==> config.mk <==
export PLATFORM = sky130hd
export DESIGN_NAME = mem_wb_skid_stage
export DESIGN_NICKNAME = d
export VERILOG_FILES = /design/src/rtl/riscv_pkg.sv /design/src/rtl/load_formatter.sv /design/src/rtl/mem_wb_skid_stage.sv
export SDC_FILE = /design/constraint.sdc
export NUM_CORES = 1
export LEC_CHECK = 0
export ABC_AREA = 1
export CAP_MARGIN = 10
export CORE_AREA = 5 5 141 143
export DETAILED_ROUTE_END_ITERATION = 12
export DIE_AREA = 0 0 146 148
export PLACE_DENSITY = 0.74
export SLEW_MARGIN = 20
export SYNTH_ARGS = -nofsm -noshare
export SYNTH_HDL_FRONTEND = slang
export SYNTH_HIERARCHICAL = 1
export SYNTH_SLANG_ARGS = --single-unit
==> constraint.sdc <==
create_clock -name clk -period 4.2 [get_ports clk]
set_input_delay 0.42 -clock clk [delete_from_list [all_inputs] [get_ports clk]]
set_output_delay 0.42 -clock clk [all_outputs]
set_load 0.005 [all_outputs]
==> src/rtl/riscv_pkg.sv <==
// Shared RISC-V definitions: datapath defaults and load funct3 encodings.
package riscv_pkg;

  localparam int unsigned XLEN_DEFAULT = 32;
  localparam int unsigned RA_W_DEFAULT = 5;

  typedef enum logic [2:0] {
    F3_LB  = 3'b000,
    F3_LH  = 3'b001,
    F3_LW  = 3'b010,
    F3_LBU = 3'b100,
    F3_LHU = 3'b101
  } load_funct3_e;

endpackage

==> src/rtl/load_formatter.sv <==
// Combinational load extraction: selects byte/half by address offset and extends.
module load_formatter
  import riscv_pkg::*;
#(
  parameter int unsigned XLEN = XLEN_DEFAULT
) (
  input  logic [XLEN-1:0] rdata,
  input  logic [1:0]      offset,
  input  logic [2:0]      funct3,
  output logic [XLEN-1:0] data
);

  logic [7:0]  byte_sel;
  logic [15:0] half_sel;

  always_comb begin
    case (offset)
      2'd0:    byte_sel = rdata[7:0];
      2'd1:    byte_sel = rdata[15:8];
      2'd2:    byte_sel = rdata[23:16];
      default: byte_sel = rdata[31:24];
    endcase
    // Halfword alignment ignores offset bit 0.
    half_sel = offset[1] ? rdata[31:16] : rdata[15:0];

    data = rdata;
    case (funct3)
      F3_LB:   data = {{(XLEN-8){byte_sel[7]}}, byte_sel};
      F3_LBU:  data = {{(XLEN-8){1'b0}}, byte_sel};
      F3_LH:   data = {{(XLEN-16){half_sel[15]}}, half_sel};
      F3_LHU:  data = {{(XLEN-16){1'b0}}, half_sel};
      default: data = rdata;
    endcase
  end

endmodule

==> src/rtl/mem_wb_skid_stage.sv <==
// MEM/WB pipeline register with a one-entry skid buffer so in_ready is purely registered.
module mem_wb_skid_stage
  import riscv_pkg::*;
#(
  parameter int unsigned XLEN = XLEN_DEFAULT,
  parameter int unsigned RA_W = RA_W_DEFAULT,
  parameter int unsigned SB_W = 32
) (
  input  logic            clk,
  input  logic            reset_n,
  input  logic            flush,
  input  logic            in_valid,
  output logic            in_ready,
  input  logic [XLEN-1:0] mem_rdata_mem,
  input  logic [XLEN-1:0] alu_res_mem,
  input  logic [2:0]      funct3_mem,
  input  logic [RA_W-1:0] rd_mem,
  input  logic            reg_write_mem,
  input  logic            mem_to_reg_mem,
  input  logic [SB_W-1:0] sb_mem,
  output logic            out_valid,
  input  logic            out_ready,
  output logic [XLEN-1:0] wb_data,
  output logic [RA_W-1:0] rd_wb,
  output logic            reg_write_wb,
  output logic [SB_W-1:0] sb_wb
);

  logic [XLEN-1:0] load_data;
  logic [XLEN-1:0] in_data;

  load_formatter #(.XLEN(XLEN)) u_load_formatter (
    .rdata  (mem_rdata_mem),
    .offset (alu_res_mem[1:0]),
    .funct3 (funct3_mem),
    .data   (load_data)
  );

  assign in_data = mem_to_reg_mem ? load_data : alu_res_mem;

  logic            out_valid_q,  out_valid_d;
  logic [XLEN-1:0] out_data_q,   out_data_d;
  logic [RA_W-1:0] out_rd_q,     out_rd_d;
  logic            out_rw_q,     out_rw_d;
  logic [SB_W-1:0] out_sb_q,     out_sb_d;
  logic            skid_valid_q, skid_valid_d;
  logic [XLEN-1:0] skid_data_q,  skid_data_d;
  logic [RA_W-1:0] skid_rd_q,    skid_rd_d;
  logic            skid_rw_q,    skid_rw_d;
  logic [SB_W-1:0] skid_sb_q,    skid_sb_d;

  logic in_fire;
  logic out_fire;

  assign in_ready = reset_n & ~skid_valid_q;
  assign in_fire  = in_valid & in_ready;
  assign out_fire = out_valid_q & out_ready;

  always_comb begin
    out_valid_d  = out_valid_q;
    out_data_d   = out_data_q;
    out_rd_d     = out_rd_q;
    out_rw_d     = out_rw_q;
    out_sb_d     = out_sb_q;
    skid_valid_d = skid_valid_q;
    skid_data_d  = skid_data_q;
    skid_rd_d    = skid_rd_q;
    skid_rw_d    = skid_rw_q;
    skid_sb_d    = skid_sb_q;

    if (flush) begin
      out_valid_d  = 1'b0;
      skid_valid_d = 1'b0;
    end else if (out_fire) begin
      // in_fire cannot coincide with a full skid, so the skid refill and the
      // direct input load are mutually exclusive.
      if (skid_valid_q) begin
        out_data_d   = skid_data_q;
        out_rd_d     = skid_rd_q;
        out_rw_d     = skid_rw_q;
        out_sb_d     = skid_sb_q;
        skid_valid_d = 1'b0;
      end else if (in_fire) begin
        out_data_d = in_data;
        out_rd_d   = rd_mem;
        out_rw_d   = reg_write_mem;
        out_sb_d   = sb_mem;
      end else begin
        out_valid_d = 1'b0;
      end
    end else if (in_fire) begin
      if (!out_valid_q) begin
        out_valid_d = 1'b1;
        out_data_d  = in_data;
        out_rd_d    = rd_mem;
        out_rw_d    = reg_write_mem;
        out_sb_d    = sb_mem;
      end else begin
        skid_valid_d = 1'b1;
        skid_data_d  = in_data;
        skid_rd_d    = rd_mem;
        skid_rw_d    = reg_write_mem;
        skid_sb_d    = sb_mem;
      end
    end
  end

  always_ff @(posedge clk) begin
    if (!reset_n) begin
      out_valid_q  <= 1'b0;
      out_data_q   <= '0;
      out_rd_q     <= '0;
      out_rw_q     <= 1'b0;
      out_sb_q     <= '0;
      skid_valid_q <= 1'b0;
      skid_data_q  <= '0;
      skid_rd_q    <= '0;
      skid_rw_q    <= 1'b0;
      skid_sb_q    <= '0;
    end else begin
      out_valid_q  <= out_valid_d;
      out_data_q   <= out_data_d;
      out_rd_q     <= out_rd_d;
      out_rw_q     <= out_rw_d;
      out_sb_q     <= out_sb_d;
      skid_valid_q <= skid_valid_d;
      skid_data_q  <= skid_data_d;
      skid_rd_q    <= skid_rd_d;
      skid_rw_q    <= skid_rw_d;
      skid_sb_q    <= skid_sb_d;
    end
  end

  assign out_valid    = out_valid_q;
  assign wb_data      = out_data_q;
  assign rd_wb        = out_rd_q;
  assign sb_wb        = out_sb_q;
  assign reg_write_wb = out_rw_q & (out_rd_q != '0) & out_valid_q;

endmodule
=== Word level (Yosys, flattened, before mapping) ===
Cells that the tools add are included.

* Logic and storage cells: 66
* Output and inout port bits: 72
* Flip-flop bits (word level): 142

* Eq/ne operators: 8
* Bitwise operators: 9
* Multiplexer cells: 28
* Reduce and logical (&&, ||, !) cells: 11

{| class="wikitable"
|+ Operators by type and width
! kind !! number
|-
| $mux W32 || 11
|-
| $pmux W32 S4 || 1
|-
| $mux W5 || 5
|-
| $pmux W8 S3 || 1
|-
| $mux W16 || 1
|-
| $mux W1 || 9
|-
| $reduce_and A4 Y1 || 2
|-
| $eq A3 B3 Y1 const B || 2
|-
| $and A1 B1 Y1 || 5
|-
| $reduce_bool A5 Y1 || 1
|-
| $ne A2 B2 Y1 const B || 2
|-
| $not A1 Y1 || 4
|-
| $reduce_bool A2 Y1 || 2
|-
| $eq A3 B1 Y1 const B || 1
|-
| $logic_not A3 Y1 || 1
|-
| $reduce_and A3 Y1 || 1
|-
| $reduce_or A3 Y1 || 1
|-
| $eq A2 B1 Y1 const B || 1
|-
| $eq A2 B2 Y1 const B || 1
|-
| $logic_not A2 Y1 || 1
|-
| $ne A2 B1 Y1 const B || 1
|-
| $reduce_and A2 Y1 || 1
|-
| $reduce_or A2 Y1 || 1
|}

=== Logic depth before layout (Yosys ltp) ===
Gate-level depths: netlist of the first run.

* Depth after elaboration: 7
* Depth in mapped cells: 13
* Gate-level depth less buffers: 12

=== Modules after synthesis ===
The synthesis of the first run kept the hierarchy.

{| class="wikitable"
|+ By module, submodules not included
! module !! area each (um^2) !! cells each !! sequential area each (um^2) !! times used
|-
| mem_wb_skid_stage || 7,260.7 || 1,128 || 2,842.7 || 1
|-
| load_formatter || 895.9 || 192 || 0.0 || 1
|}

=== Least setup slack after synthesis of the first run ===
No wires, ideal clock.

* Path type: input-to-reg
* From: in alu_res_mem[0]
* To: reg out_data_q[10], in the netlist wb_data[10]
* Setup slack: 2,555 ps
* Data required time: 4,136 ps
* Arrival time: 1,581 ps
* Cell stages on the path: 13
* Path through: buf_6 > nor2_2 > nand2_1 > nand3_2 > nand3_4 > buf_6 > nand3_1 > nand2_1 > nand3_1 > nand2_1 > nand3_1 > nand2_1 > nor2_1

* Word-level cells in the longest chain between the ends: 7

{| class="wikitable"
|+ Ends and longest elaborated chain
! element !! line !! text
|-
| start, declared || mem_wb_skid_stage.sv:15 || <nowiki>input logic [XLEN-1:0] alu_res_mem,</nowiki>
|-
| $eq A2 B2 Y1, or another cell as far along || load_formatter.sv:17 || <nowiki>case (offset)</nowiki>
|-
| $pmux W8 S3 * || load_formatter.sv:17 ||
|-
| $pmux W32 S4 * || load_formatter.sv:27 || <nowiki>case (funct3)</nowiki>
|-
| net load_data[10] || mem_wb_skid_stage.sv:29 || <nowiki>logic [XLEN-1:0] load_data;</nowiki>
|-
| $mux W32 * || mem_wb_skid_stage.sv:39 || <nowiki>assign in_data = mem_to_reg_mem ? load_data : alu_res_mem;</nowiki>
|-
| $mux W32 (on tied branches) || mem_wb_skid_stage.sv:92, mem_wb_skid_stage.sv:83 ||
|-
| $mux W32 (on tied branches) || mem_wb_skid_stage.sv:91, mem_wb_skid_stage.sv:77 ||
|-
| $mux W32 * || mem_wb_skid_stage.sv:74 || <nowiki>end else if (out_fire) begin</nowiki>
|-
| end signal, assigned || mem_wb_skid_stage.sv:122 || <nowiki>out_data_q <= out_data_d;</nowiki>
|-
| end, declared || mem_wb_skid_stage.sv:42 || <nowiki>logic [XLEN-1:0] out_data_q, out_data_d;</nowiki>
|}

Mark *: on every way through the listed nets, which the timed path passes. The rest lies on a longest branch. The select of a mux whose other input is x is not followed.
A chain may end at the register's enable or synchronous reset.

=== Worst setup path after layout of the first run ===
* From: reg skid_valid_q
* To: reg skid_data_q[7]

* Word-level cells in the longest chain between the ends: 4

{| class="wikitable"
|+ Ends and longest elaborated chain
! element !! line !! text
|-
| start, declared || mem_wb_skid_stage.sv:46 || <nowiki>logic skid_valid_q, skid_valid_d;</nowiki>
|-
| start signal, assigned || mem_wb_skid_stage.sv:126 || <nowiki>skid_valid_q <= skid_valid_d;</nowiki>
|-
| $not A1 Y1 || mem_wb_skid_stage.sv:55 || <nowiki>assign in_ready = reset_n & ~skid_valid_q;</nowiki>
|-
| $and A1 B1 Y1 || mem_wb_skid_stage.sv:55 ||
|-
| $and A1 B1 Y1 || mem_wb_skid_stage.sv:56 || <nowiki>assign in_fire = in_valid & in_ready;</nowiki>
|-
| $reduce_and A4 Y1 (no source line) || - ||
|-
| end signal, assigned || mem_wb_skid_stage.sv:127 || <nowiki>skid_data_q <= skid_data_d;</nowiki>
|-
| end, declared || mem_wb_skid_stage.sv:47 || <nowiki>logic [XLEN-1:0] skid_data_q, skid_data_d;</nowiki>
|}

Every way passes these cells.

==> key figures, run 1 <==
Logic synthesis
  – Post-synth ARST share: 0
  – Synth warnings: 6
  – Synth Register Bits: 142
  – Cells after Synth: ~1300
  – Syn avg cell area: 6.18 sq um
  – Synth Net Count: ~1400
  – Post-synth EDFFs: 0
  – Synth Cell Area: 8160 sq um
  – Cell taking the most area after synthesis: dfxtp_1
  – Top cells by area, synth: dfxtp_1, nand2_1, nor2_1
  – Top-area cell type share of the netlist area: 0.349
  – Sequential share of the synthesized area: 0.349
  – Yosys cell types: 30
  – Ys flop type: dfxtp_1

Critical path
  – Worst path buffer plus inverter count: 2
  – CP endpoint: skid_data_q[7]$_SDFFE_PN0P_
  – WP data arrival: 2.99 ns
  – Worst setup SP type: flip-flop
  – Stages on worst setup path: 7
  – Crit. Startpoint: skid_valid_q$_SDFFE_PP0P_
  – Crit path max-delay family: simple AND/OR/NAND/NOR gates
  – RR Endpoint: skid_data_q[7]$_SDFFE_PN0P_
  – CP max stage cell: dfxtp_2
  – Critical Path RT: 4.51 ns
  – FF-to-FF Start: skid_valid_q$_SDFFE_PP0P_
  – WS Path Type: flip-flop to flip-flop
  – Critical Path Fanout Max: 71
  – Worst Setup End Kind: flip-flop
  – Slack of the worst reg-to-reg path: 1.52 ns
  – Largest stage delay on the critical path: around 0.9 ns
  – CP Cell Sequence: inv_2 > nand3_2 > nor2_4 > nand2_4 > inv_6 > nor2_1 > nor2_1
  – Reg2Reg Depth: 7
  – CP most frequent cell: nor2_1

GRT
  – Vias in the first global route: between 8000 and 9000
  – GRT Util Overall: 0.225
  – GRT Max-Usage Layer: met2
  – Total gr overflow: 0
  – First-pass GRT wire length: 40800 um
  – M1 GR Usage: 0.299
  – GRT met2 Usage: 0.376
  – Initial antenna violation count: 0
  – Met3 usage: 0.0457
  – Pin count of the biggest net entering global routing: 77

Timing
  – Total negative slack: 0 ns
  – Fin Clk Skew: 0.00767 ns
  – Crit share post-route: 0.638
  – Max-slew headroom: 0.313
  – Count of final hold-check violations: 0
  – Slew Limit Fails: 0
  – RSZ-0062 raised after global routing: false
  – Post-route minimum period: 2.68 ns
  – Slew @ Worst Pin: between 1 and 1.5 ns
  – Fmax: 373 MHz
  – # setup viols final: 0

Detailed routing
  – Routed wire length: 24700 um
  – DR iter-0 viols: 610
  – DRC viols: 0
  – Via-per-instance ratio: between 5 and 6
  – Antenna-violating nets left: 0
  – Vias: between 8000 and 9000
  – Routed WL per cell: roughly 15 um
  – Drt pass-1 iters: 5

Pwr
  – Power after layout: 3370 uW
  – Leakage: between 0.004 and 0.005 uW
  – P per Cell Area: roughly 330 nW/um^2
  – VDD IR max: 0.266 mV

Run
  – Max-cap violations: 0

Die
  – Core area: between 15000 and 20000 sq um
  – # rows: 50
  – Die W: ~150 um
  – Initial Util: 0.442
  – Die H: 148 um
  – Ports: 183
  – Die ar.: 21600 sq um

Final layout
  – Layout cell share with drive strength beyond 1: 0.0471
  – Final nets: 1541
  – Layout filler cell count: 1817
  – N_diodes: 0
  – Area grow syn2layout: 26.0%
  – Fin util: 0.557

Placement
  – HPWL Detailed: roughly 16000 um
  – Placer Congestion: a little over 0.9
  – I/O Buffers: 182

CTS
  – CTS max path bufs: 2
  – Hold_buf cts: 0
  – Post-CTS sizing: 0
  – H-tree Lvls: 4
  – Inserted Clock Buffers: 17
  – Post-CTS Setup Bufs: 0
  – Sink Count: about 140
  – Root Buffer: clkbuf_16
  – Skew-Pair Late Insertion Delay: ~0.42 ns
  – Reg clk slew, reported paths: 0.06 ns
  – CTS tree: yes

Worst hold path
  – Hold Path Class: input pin to flip-flop

Outcome
  – Outcome: complete, no violations
stage by stage:
stage          hold slack (ns)  worst slack [ns]  cells  area [sq um]
6_report                 0.306              1.52   1677         10300
3_5_place_dp             0.467              1.37   1645          9700
5_1_grt                  0.328              1.33   1677         10300
3_3_place_gp             0.459              1.42   1645          9700
2_1_floorplan            0.452              2.56   1320          8160
4_1_cts                  0.294              1.57   1677         10300
tightest hold or removal path, stage by stage:
cell	delay [ns]
buf_4	0.14
o21ai_1	0.07
nor2_1	0.04
layout make-up:
| type | count | area, sq um | share of cell area |
|---|---|---|---|
| clock buffer | 19 | 433 | 0.0421 |
| clock inverter | 13 | 143 | 0.0139 |
| sequential | 142 | 2850 | 0.277 |
| tap | 234 | 293 | 0.0285 |
| multi-input combinational | 990 | 4310 | 0.419 |
| timing repair buffer | 194 | 1930 | 0.188 |
| inverter | 85 | 324 | 0.0315 |
worst min path at each step:
| stage | cells past startpoint | startpoint | slack [ns] | end |
|---|---|---|---|---|
| after floorplan | 2 | out_rw_q$_SDFFE_PN0P_ | 0.45 | out_rw_q$_SDFFE_PN0P_ |
| after global placement | 2 | sb_wb[11]$_SDFFE_PN0P_ | 0.46 | sb_wb[11]$_SDFFE_PN0P_ |
| after detailed placement | 2 | sb_wb[16]$_SDFFE_PN0P_ | 0.47 | sb_wb[16]$_SDFFE_PN0P_ |
| after CTS | 3 | reset_n | 0.29 | skid_sb_q[0]$_SDFFE_PN0P_ |
| after global routing | 3 | reset_n | 0.33 | skid_sb_q[0]$_SDFFE_PN0P_ |
| final | 3 | reset_n | 0.31 | skid_sb_q[0]$_SDFFE_PN0P_ |
sequential cells by signal (all words and copies together), names as in the netlist:
signal,count
skid_rd_q,5
rd_wb,5
wb_data,32
skid_valid_q,1
skid_data_q,32
skid_sb_q,32
skid_rw_q,1
sb_wb,32
out_rw_q,1
out_valid,1
cells in the final DEF (no fill, tap or decap), drive strengths merged, types with 3 or more instances in the layout:
cell           netlist  final
a21oi               72     72
buf                 70     13
clkbuf              33     20
clkdlybuf4s50        0    180
clkinv               0      8
dfxtp              142    142
inv                 85     86
nand2              389    389
nand3              149    149
nand4               39     39
nor2               247    247
o211ai               3      3
o21ai               87     87
where the power goes:
group	leakage, uW	switching [uW]	internal, uW
logic	0.00304	281	228
clock network	0.000277	607	877
registers	0.00115	14.2	1370
total	0.00447	903	2470
cells by family after synthesis:
family,count (synthesis),synth area share
buffers and inverters,188,0.125
AO/OA/AOI/OAI,162,0.101
flip-flops,142,0.349
AND/OR/NAND/NOR,828,0.426
per-layer routing:
layer	share of wire	routed length, um
met5	0	0
met2	0.46	11400
met3	0.068	1670
met4	0.012	293
met1	0.46	11300
synthesized netlist by cell type (2+ instances only):
master    number
a21oi_1       71
buf_1          6
buf_2         25
buf_4         14
buf_6         18
buf_8          7
clkbuf_1      26
clkbuf_2       7
dfxtp_1      142
inv_1         79
inv_2          5
nand2_1      385
nand2_2        3
nand3_1      143
nand3_2        5
nand4_1       39
nor2_1       243
nor2_2         2
nor2_4         2
o211ai_1       3
o21ai_0       36
o21ai_1       51
No activity file was read; power rests on OpenSTA's default activity.
==> run 2, diff against run 1 <==
==> constraint.sdc (replaced) <==
create_clock -name clk -period 2.55 [get_ports clk]
set_input_delay 0.255 -clock clk [delete_from_list [all_inputs] [get_ports clk]]
set_output_delay 0.255 -clock clk [all_outputs]
set_load 0.005 [all_outputs]
==> key figures, run 2 (synthesis gave the netlist of run 1 again) <==
Outcome
  – Outcome: complete, no violations

Critical path
  – Worst Setup End Kind: output pin
  – Largest stage delay on the critical path: 0.63 ns (-0.29 ns)
  – FF-to-FF Start: out_valid$_SDFFE_PP0P_
  – WP data arrival: 1.82 ns (-1.17 ns)
  – CP max stage cell: dfxtp_2
  – RR Endpoint: wb_data[10]$_SDFFE_PN0P_
  – CP Cell Sequence: nand3_1 > inv_1 > clkdlybuf4s50_1
  – CP endpoint: reg_write_wb
  – Reg2Reg Depth: 6 (-1)
  – Crit. Startpoint: out_valid$_SDFFE_PP0P_
  – Critical Path RT: 2.30 ns (-2.21 ns)
  – Slack of the worst reg-to-reg path: 0.69 ns (-0.83 ns)
  – Critical Path Fanout Max: 21 (-70%)
  – WS Path Type: flip-flop to output pin
  – Worst setup SP type: flip-flop

Placement
  – Cell count after placement: 1656 (+0.67%)
  – HPWL Detailed: 16300 um (+1.3%)
  – Placer Congestion: 0.946 (+1.9%)
  – I/O Buffers: 182 (unchanged)
  – Cell Area, Placed: 9830 sq um (+1.4%)

Die
  – # rows: 50 (unchanged)
  – Ports: 183 (unchanged)
  – Die ar.: 21600 sq um (unchanged)
  – Die H: 148 um (unchanged)
  – Core area: 18500 sq um (unchanged)
  – Die W: 146 um (unchanged)
  – Initial Util: 0.442 (unchanged)

Pwr
  – VDD IR max: 0.442 mV (+66%)
  – Power after layout: 5770 uW (+71%)
  – P per Cell Area: 552 nW/um^2 (+68%)
  – Leakage: 0.00457 uW (+2.2%)

GRT
  – Vias in the first global route: 7972 (-1.1%)
  – M1 GR Usage: 0.294 (-0.00552)
  – Pin count of the biggest net entering global routing: 81 (+5.2%)
  – GRT met2 Usage: 0.362 (-0.0140)
  – First-pass GRT wire length: 39600 um (-2.8%)
  – Initial antenna violation count: 0 (unchanged)
  – Total gr overflow: 0 (unchanged)
  – GRT Util Overall: 0.219 (-0.00599)
  – Met3 usage: 0.0395 (-0.00613)
  – GRT Max-Usage Layer: met2

CTS
  – Skew-Pair Late Insertion Delay: 0.42 ns (about the same)
  – CTS max path bufs: 2 (unchanged)
  – Post-CTS Setup Bufs: 0 (unchanged)
  – Inserted Clock Buffers: 17 (unchanged)
  – Sink Count: 142 (unchanged)
  – Post-CTS sizing: 0 (unchanged)
  – Root Buffer: clkbuf_16
  – CTS tree: yes
  – Hold_buf cts: 0 (unchanged)
  – H-tree Lvls: 4 (unchanged)
  – Reg clk slew, reported paths: 0.07 ns (about the same)

Detailed routing
  – Via-per-instance ratio: 5.20 (about the same)
  – Routed wire length: 24400 um (-1.2%)
  – Drt pass-1 iters: 5 (unchanged)
  – DRC viols: 0 (unchanged)
  – Antenna-violating nets left: 0 (unchanged)
  – Routed WL per cell: 14.5 um (-1.9%)
  – DR iter-0 viols: 581 (-4.8%)
  – Vias: 8781 (+0.68%)

Final layout
  – Final nets: 1552 (+0.71%)
  – Post-route insts no fill: 1688 (+0.66%)
  – N_diodes: 0 (unchanged)
  – Commonest non-fill, non-tap cell in the layout: nand2_1
  – Most frequent cells in the layout: nand2_1, nor2_1, clkdlybuf4s50_1
  – Layout cell share with drive strength beyond 1: 0.0557 (+0.00858)
  – Fin util: 0.567 (+0.0101)
  – Area grow syn2layout: 28.2%
  – Design Area, Final: 10500 sq um (+1.8%)

Timing
  – Max-slew headroom: 0.599 (+0.286)
  – Crit share post-route: 0.813
  – # setup viols final: 0 (unchanged)
  – Post-route minimum period: 2.07 ns
  – Count of final hold-check violations: 0 (unchanged)
  – Slew @ Worst Pin: 0.601 ns (-0.428 ns)
  – Fmax: 482 MHz
  – RSZ-0062 raised after global routing: false
  – Total negative slack: 0 ns (unchanged)
  – Slew Limit Fails: 0 (unchanged)
  – Fin Clk Skew: 0.00883 ns (+0.00116 ns)

Run
  – Max-cap violations: 0 (unchanged)

Worst hold path
  – Hold Path Class: input pin to flip-flop
[run 2: changes by cell type in the layout (fill, tap and decap cells not counted)]
cell        previous run  this run
buf_4                 11        18
clkbuf_1               2         0
bufinv_16              2         3
clkinvlp_4             2         1
inv_6                  2         5
buf_12                 2         6
clkbuf_8               0         2
clkinv_2               3         0
[run 2: final cells by class]
class | count | area (sq um)
multi-input combinational | 990 | 4310
sequential | 142 | 2850
clock buffer | 19 | 453
tap | 234 | 293
fill | 1842 | 8000
clock inverter | 13 | 176
timing repair buffer | 205 | 2060
inverter | 85 | 324
[run 2: report_power, final]
group / switching [uW] / leakage (uW) / internal [uW] / total, uW
registers: 21.6 / 0.00115 / 2250 / 2270
logic: 468 / 0.00311 / 390 / 857
clock network: 1030 / 0.000305 / 1610 / 2640
total: 1520 / 0.00457 / 4250 / 5770
[run 2: stage by stage]
| stage | setup WS [ns] | hold slack, ns |
|---|---|---|
| after floorplan | 1.07 | 0.404 |
| after global placement | 0.315 | 0.460 |
| after detailed placement | 0.272 | 0.467 |
| after CTS | 0.456 | 0.260 |
| after global routing | 0.381 | 0.292 |
| final | 0.476 | 0.275 |
[run 2: worst min path at each step]
| stage | startpoint | end | slack (ns) | depth (start not counted) |
|---|---|---|---|---|
| after floorplan | rd_mem[0] | skid_rd_q[0]$_SDFFE_PN0P_ | 0.40 | 2 |
| after global placement | sb_wb[11]$_SDFFE_PN0P_ | sb_wb[11]$_SDFFE_PN0P_ | 0.46 | 2 |
| after detailed placement | wb_data[25]$_SDFFE_PN0P_ | wb_data[25]$_SDFFE_PN0P_ | 0.47 | 2 |
| after CTS | reset_n | rd_wb[0]$_SDFFE_PN0P_ | 0.26 | 3 |
| after global routing | reset_n | sb_wb[25]$_SDFFE_PN0P_ | 0.29 | 3 |
| final | reset_n | rd_wb[0]$_SDFFE_PN0P_ | 0.28 | 3 |
[run 2: critical path, delay by kind of cell, from the launching register on]
kind                   cells  cell delay (ns)
AND/OR/NAND/NOR            1             0.16
buffers and inverters      2             0.61
flip-flops                 1             0.63
[run 2: per-layer routing]
metal  up-vias  wire (um)
met3        38       1770
li1       4458          -
met2       318      11300
met5         -          0
met4         0        499
met1      3967      10800
